## src/rtl/lvds_pkg.sv

```systemverilog
// Shared definitions for the LVDS transmit serializer.
//   lvds_state_e      : framing FSM state encoding
//   Channels*/Factor* : legal ranges for CHANNELS and FACTOR
//   TrainWordDefault  : default per-lane training pattern
//   UnderrunSat       : saturation value of the underrun counter
//   clk_high_bits()   : number of leading bit slots with tx_outclock high
package lvds_pkg;

    typedef enum logic {
        StIdle = 1'b0,
        StRun  = 1'b1
    } lvds_state_e;

    localparam int unsigned ChannelsMin = 1;
    localparam int unsigned ChannelsMax = 8;
    localparam int unsigned FactorMin   = 4;
    localparam int unsigned FactorMax   = 10;

    localparam logic [7:0] TrainWordDefault = 8'hA5;
    localparam logic [7:0] UnderrunSat      = 8'hFF;

    // Forwarded clock is high for ceil(factor/2) bit slots.
    function automatic int unsigned clk_high_bits(input int unsigned factor);
        return (factor + 1) / 2;
    endfunction

endpackage

```

## src/rtl/lvds_lane_shift.sv

```systemverilog
// One lane of the serializer: a FACTOR-bit parallel-load shift register.
//   clk, rst_n : clock, asynchronous active-low reset
//   load       : capture din this cycle instead of shifting
//   din        : parallel word for this lane
//   dout       : registered serial bit (bit FACTOR-1 or bit 0 of the register)
module lvds_lane_shift #(
    parameter int unsigned FACTOR    = 8,
    parameter bit          MSB_FIRST = 1'b1
) (
    input  logic              clk,
    input  logic              rst_n,
    input  logic              load,
    input  logic [FACTOR-1:0] din,
    output logic              dout
);

    logic [FACTOR-1:0] shift_q, shift_d;

    // Zeros are shifted in, so an emptied register naturally idles at 0.
    always_comb begin
        shift_d = shift_q;
        if (load) begin
            shift_d = din;
        end else if (MSB_FIRST) begin
            shift_d = {shift_q[FACTOR-2:0], 1'b0};
        end else begin
            shift_d = {1'b0, shift_q[FACTOR-1:1]};
        end
    end

    always_ff @(posedge clk or negedge rst_n) begin
        if (!rst_n) begin
            shift_q <= '0;
        end else begin
            shift_q <= shift_d;
        end
    end

    assign dout = MSB_FIRST ? shift_q[FACTOR-1] : shift_q[0];

endmodule

```

## src/rtl/lvds_tx_ser.sv

```systemverilog
// Multi-lane LVDS transmit serializer with forwarded frame clock.
//   clk, rst_n   : bit clock, asynchronous active-low reset
//   enable       : run framing; dropping it stops at the next frame boundary
//   train_en     : send TRAIN_WORD on all lanes at each frame load
//   tx_in        : parallel words, lane k at [k*FACTOR +: FACTOR]
//   tx_valid     : tx_in holds a word
//   tx_ready     : word accepted into the holding buffer this cycle
//   tx_out       : serial data, one bit per lane (registered)
//   tx_outclock  : forwarded frame clock (registered)
//   frame_start  : high with the first bit of every frame (registered)
//   underrun_cnt : saturating count of frames loaded with no data
module lvds_tx_ser
    import lvds_pkg::*;
#(
    parameter int unsigned       CHANNELS   = 2,
    parameter int unsigned       FACTOR     = 8,
    parameter bit                MSB_FIRST  = 1'b1,
    parameter logic [FACTOR-1:0] TRAIN_WORD = FACTOR'(TrainWordDefault)
) (
    input  logic                         clk,
    input  logic                         rst_n,
    input  logic                         enable,
    input  logic                         train_en,
    input  logic [CHANNELS*FACTOR-1:0]   tx_in,
    input  logic                         tx_valid,
    output logic                         tx_ready,
    output logic [CHANNELS-1:0]          tx_out,
    output logic                         tx_outclock,
    output logic                         frame_start,
    output logic [7:0]                   underrun_cnt
);

    if (CHANNELS < ChannelsMin || CHANNELS > ChannelsMax ||
        FACTOR < FactorMin || FACTOR > FactorMax) begin : g_param_check
        $error("lvds_tx_ser: CHANNELS or FACTOR out of range");
    end

    localparam int unsigned     CntW    = $clog2(FACTOR);
    localparam logic [CntW-1:0] LastBit = CntW'(FACTOR - 1);
    localparam logic [CntW-1:0] ClkHigh = CntW'(clk_high_bits(FACTOR));

    lvds_state_e                 state_q, state_d;
    logic [CntW-1:0]             bit_cnt_q, bit_cnt_d;
    logic                        last_bit;
    logic                        frame_load;

    logic                        buf_full_q, buf_full_d;
    logic [CHANNELS*FACTOR-1:0]  buf_q, buf_d;
    logic                        drain;
    logic                        accept;
    logic                        ready_en_q;

    logic [CHANNELS*FACTOR-1:0]  load_word;
    logic [7:0]                  underrun_q, underrun_d;
    logic                        outclock_q, outclock_d;
    logic                        frame_start_q, frame_start_d;

    // Framing FSM. Entering RUN presets bit_cnt to the last slot so the
    // first RUN cycle is itself a frame-load slot.
    always_comb begin
        state_d   = state_q;
        bit_cnt_d = bit_cnt_q;
        case (state_q)
            StIdle: begin
                bit_cnt_d = '0;
                if (enable) begin
                    state_d   = StRun;
                    bit_cnt_d = LastBit;
                end
            end
            StRun: begin
                if (bit_cnt_q == LastBit) begin
                    bit_cnt_d = '0;
                    if (!enable) begin
                        state_d = StIdle;
                    end
                end else begin
                    bit_cnt_d = bit_cnt_q + 1'b1;
                end
            end
            default: begin
                state_d   = StIdle;
                bit_cnt_d = '0;
            end
        endcase
    end

    assign last_bit   = (state_q == StRun) && (bit_cnt_q == LastBit);
    assign frame_load = last_bit && enable;

    // Training has priority and leaves a held word in place for later.
    assign drain    = frame_load && !train_en && buf_full_q;
    assign tx_ready = ready_en_q && (!buf_full_q || drain);
    assign accept   = tx_valid && tx_ready;

    always_comb begin
        buf_d      = buf_q;
        buf_full_d = buf_full_q;
        if (drain) begin
            buf_full_d = 1'b0;
        end
        // A same-cycle accept wins over the drain: the buffer refills.
        if (accept) begin
            buf_full_d = 1'b1;
            buf_d      = tx_in;
        end
    end

    // Lanes load on every last slot; when leaving RUN they load zeros,
    // which parks tx_out at 0 for IDLE.
    always_comb begin
        load_word = '0;
        if (frame_load) begin
            if (train_en) begin
                load_word = {CHANNELS{TRAIN_WORD}};
            end else if (buf_full_q) begin
                load_word = buf_q;
            end
        end
    end

    always_comb begin
        underrun_d = underrun_q;
        if (frame_load && !train_en && !buf_full_q && underrun_q != UnderrunSat) begin
            underrun_d = underrun_q + 8'd1;
        end
    end

    // Outputs are registered from next-state values so they line up with
    // the lane registers: slot p of a frame is on the wire while bit_cnt=p.
    assign frame_start_d = frame_load;
    assign outclock_d    = (state_d == StRun) && (bit_cnt_d < ClkHigh);

    always_ff @(posedge clk or negedge rst_n) begin
        if (!rst_n) begin
            state_q       <= StIdle;
            bit_cnt_q     <= '0;
            buf_full_q    <= 1'b0;
            buf_q         <= '0;
            ready_en_q    <= 1'b0;
            underrun_q    <= '0;
            outclock_q    <= 1'b0;
            frame_start_q <= 1'b0;
        end else begin
            state_q       <= state_d;
            bit_cnt_q     <= bit_cnt_d;
            buf_full_q    <= buf_full_d;
            buf_q         <= buf_d;
            ready_en_q    <= 1'b1;
            underrun_q    <= underrun_d;
            outclock_q    <= outclock_d;
            frame_start_q <= frame_start_d;
        end
    end

    for (genvar k = 0; k < CHANNELS; k++) begin : g_lane
        lvds_lane_shift #(
            .FACTOR   (FACTOR),
            .MSB_FIRST(MSB_FIRST)
        ) u_lane (
            .clk  (clk),
            .rst_n(rst_n),
            .load (last_bit),
            .din  (load_word[k*FACTOR +: FACTOR]),
            .dout (tx_out[k])
        );
    end

    assign tx_outclock  = outclock_q;
    assign frame_start  = frame_start_q;
    assign underrun_cnt = underrun_q;

endmodule

```

## config.mk

```make
export PLATFORM = sky130hd
export DESIGN_NAME = lvds_tx_ser
export DESIGN_NICKNAME = d
export VERILOG_FILES = /design/src/rtl/lvds_pkg.sv /design/src/rtl/lvds_lane_shift.sv /design/src/rtl/lvds_tx_ser.sv
export SDC_FILE = /design/constraint.sdc
export NUM_CORES = 1
export LEC_CHECK = 0
export BUFFER_PORTS_ARGS = -buffer_cell sky130_fd_sc_hd__buf_2
export CORE_ASPECT_RATIO = 1.1
export CORE_MARGIN = 2
export CORE_UTILIZATION = 55
export CTS_CLUSTER_DIAMETER = 40
export CTS_CLUSTER_SIZE = 12
export DETAILED_ROUTE_END_ITERATION = 8
export PLACE_DENSITY = 0.78
export SYNTH_ARGS = -nofsm -noshare
export SYNTH_HDL_FRONTEND = slang
export SYNTH_HIERARCHICAL = 1
export SYNTH_SLANG_ARGS = --single-unit
```

## constraint.sdc

```tcl
create_clock -name clk -period 2.2 [get_ports clk]
set_input_delay 0.11 -clock clk [delete_from_list [all_inputs] [get_ports clk]]
set_output_delay 0.11 -clock clk [all_outputs]
set_load 0.01 [all_outputs]
```

==> key figures <==
Synthesis
  • Top post-synthesis cells by count: 48 x dfrtp_1, 18 x mux2_2, 14 x mux2_4, 10 x and2_1
  • Yosys top cell by area: dfrtp_1
  • Top FF cell, synth: dfrtp_1
  • Synth warnings: 6
  • Mapped Area: 0.00212 sq mm
  • Sequential share of the synthesized area: 0.567
  • Distinct cells, synth: 28
  • Number of synthesized flops with an enable pin: 0
  • Net count after synthesis: 184
  • Post-synthesis register bit count: 48
  • Top-count cell post-synth: dfrtp_1
  • Ys async rst share: 1.00
  • Synth top area cells: dfrtp_1 57%, mux2_4 9.9%, mux2_2 9.6%
  • Syn_area_per_cell: 13.2 sq um
  • Syn Inst Count: 160
  • Yosys top cell area share: 0.567

Pwr
  • P_sw: 0.672 mW
  • Sw Share: 0.278
  • Gate power share: 0.234
  • Power share of the clock group: 0.255
  • Power Density: 987 mW/mm^2
  • Internal: 1.74 mW
  • Flop pwr share: 0.512
  • Max VDD drop: 0.604 mV
  • P_leak: 1.22 nW
  • Pwr Total: 2.41 mW

Floorplan
  • CORE AREA: 0.00365 sq mm
  • Rows: 23
  • Die Height: 69.1 microns
  • Starting Density: 0.579
  • IO Pins: 34
  • Die area: 0.00436 sq mm
  • Die width: 63.2 microns

Detailed routing
  • Final WL: 3780 microns
  • Drt initial violations: 62
  • ANT nets after route: 0
  • Routed vias: 1,263
  • Routed WL per cell: 15.2 microns
  • Via/cell ratio: 5.09
  • DRC violations left: 0
  • Router iterations before antenna repair: 4

Clock tree
  • # Post-CTS Setup Buffers: 0
  • Max H-tree Level: 2
  • Skew-Pair Late Insertion Delay: 300 ps
  • Clock Tree Buf Depth: 2
  • CTS tree: built
  • Root Buffer: clkbuf_8
  • Clk slew on worst S/H paths: 80 ps
  • Cts bufs inserted: 5
  • Clock sinks: 48

GRT
  • Vias in the first global route: 1,382
  • Tot GR Track Use: 0.202
  • Global-route wire length before repair: 6620 microns
  • Pin count of the biggest net entering global routing: 28
  • Initial antenna violation count: 0
  • Grt ovf: 0

Finish
  • Filler instances: 305
  • Area Growth Syn to Fin: 15.5%
  • Final Util: 0.669
  • Nets: 221
  • Share of cells above drive strength 1: 0.424
  • Register Area: 0.00120 sq mm
  • Antenna diodes: 0
  • Area of the multi-input gates: 850 sq um

Min path
  • Hold wc startpoint: tx_in[10]
  • Hold Crit Class: in -> reg

Timing
  • Max-Slew Margin vs Limit: 0.351
  • Clock Skews: 8.26 ps
  • Final setup vio count: 0
  • Tmin final: 2020 ps
  • Final period util: 0.920
  • Worst setup margin: 176 ps
  • F_max: 494 MHz
  • RSZ-0062 raised after global routing: false
  • Sum Neg Setup Slack: 0 ps
  • Fin. Hold Viols: 0
  • Final Max Slew Viols: 0
  • Actual slew at the worst max-slew pin: 973 ps

Outcome
  • Outcome: finished, final reports clean

Worst setup path
  • WS Path Type: reg -> reg
  • Worst endpoint required time: 2390 ps
  • CP Max Fanout: 8
  • Crit. End Element: flip-flop
  • Crit path launch: bit_cnt_q[0]
  • Startpoint Class: flip-flop
  • Worst EP arrival: 2220 ps
  • RR Startpoint: bit_cnt_q[0]

Placed design
  • Pre-CTS setup slack: 168 ps
  • Routability cong.: 0.769
  • DP HPWL: 2710 microns
  • IO Port Bufs: 33

Run
  • Max-cap violations: 0
==> power groups by stage <==
stage               clock network, mW  logic (mW)  registers, mW
global route                    0.667       0.631           1.27
detailed placement                  0       0.564           1.26
floorplan                           0       0.432           1.21
finish                          0.615       0.565           1.24
global placement                    0       0.525           1.24
CTS                             0.628       0.578           1.24
==> repair_timing <==
item,in CTS,in global routing
endpoints found under the hold margin,21,0
hold buffers,1,0
setup endpoints to repair,0,2
gates resized for setup,0,1
==> worst max-delay path, cell delays in order, from the launching register on <==
cell and delay (ps):
dfrtp_1 360, ha_1 160, ha_1 180, nand3_2 160
or3_1 480, nor3_2 240, mux2_2 350
==> registers in the layout (all words and copies together), names as in the netlist <==
signal / cells
ready_en_q: 1
underrun_cnt: 8
bit_cnt_q: 3
tx_outclock: 1
state_q: 1
g_lane.u_lane/shift_q: 16
buf_q: 16
buf_full_q: 1
frame_start: 1
==> cell families (layout without fill, tap and decap cells) <==
family,Yosys count,count (layout),synth area share
AND/OR/NAND/NOR,48,48,0.130
buffers and inverters,10,48,0.0337
other,1,1,0.00177
multiplexers,33,33,0.200
AO/OA/AOI/OAI,12,12,0.0284
adder cells (fa/ha/maj),3,3,0.0177
flip-flops,48,48,0.567
XOR/XNOR,5,5,0.0207
==> path summary, 6_finish.rpt <==
| kind | cells after the start | slack, ps | end |
|---|---|---|---|
| worst min-delay path | 2 | 30 | buf_q[10] |
| worst max register to register | 6 | 180 | underrun_cnt[7] |
| min in group asynchronous | 2 | 300 | underrun_cnt[5] |
| worst max-delay path | 6 | 180 | underrun_cnt[7] |
| max in group asynchronous | 3 | 1190 | g_lane[1].u_lane/shift_q[0] |
| worst min register to register | 1 | 470 | g_lane[0].u_lane/shift_q[2] |
==> routing by layer <==
| layer | track usage | share of wire | wire, microns |
|---|---|---|---|
| met1 | 0.241 | 0.40 | 1520 |
| met2 | 0.338 | 0.54 | 2050 |
| met3 | 0.0506 | 0.035 | 133 |
| met4 | 0.101 | 0.021 | 80 |
| met5 | 0 | 0 | 0 |
==> layout by cell type, fill, tap and decap left out, drive strengths merged <==
master,count
nor2,9
nand2,7
dlygate4sd3,1
nor3,6
xor2,5
conb,1
dfrtp,48
nand2b,4
or3,1
buf,37
inv,2
clkbuf,6
ha,3
nand3,4
o21ai,4
clkinv,1
and3,1
mux2,33
bufinv,1
and2,12
a21oi,8
nor3b,2
nor2b,2
==> per-stage QoR <==
step,area (sq um),hold WS (ps),instances
floorplan,2120,-186,160
global placement,2320,81.3,239
detailed placement,2320,88.8,239
CTS,2440,26.8,248
global route,2450,17.6,248
finish,2450,29.1,248
==> area by class of cell <==
type / instances / share of cell area
Sequential cell: 48 / 0.491
Multi-Input combinational cell: 102 / 0.347
Timing Repair Buffer: 38 / 0.0890
Clock buffer: 6 / 0.0297
Tap cell: 50 / 0.0256
Clock inverter: 2 / 0.0143
Inverter: 2 / 0.00307
Note: power is estimated with default switching activity, not from simulation.
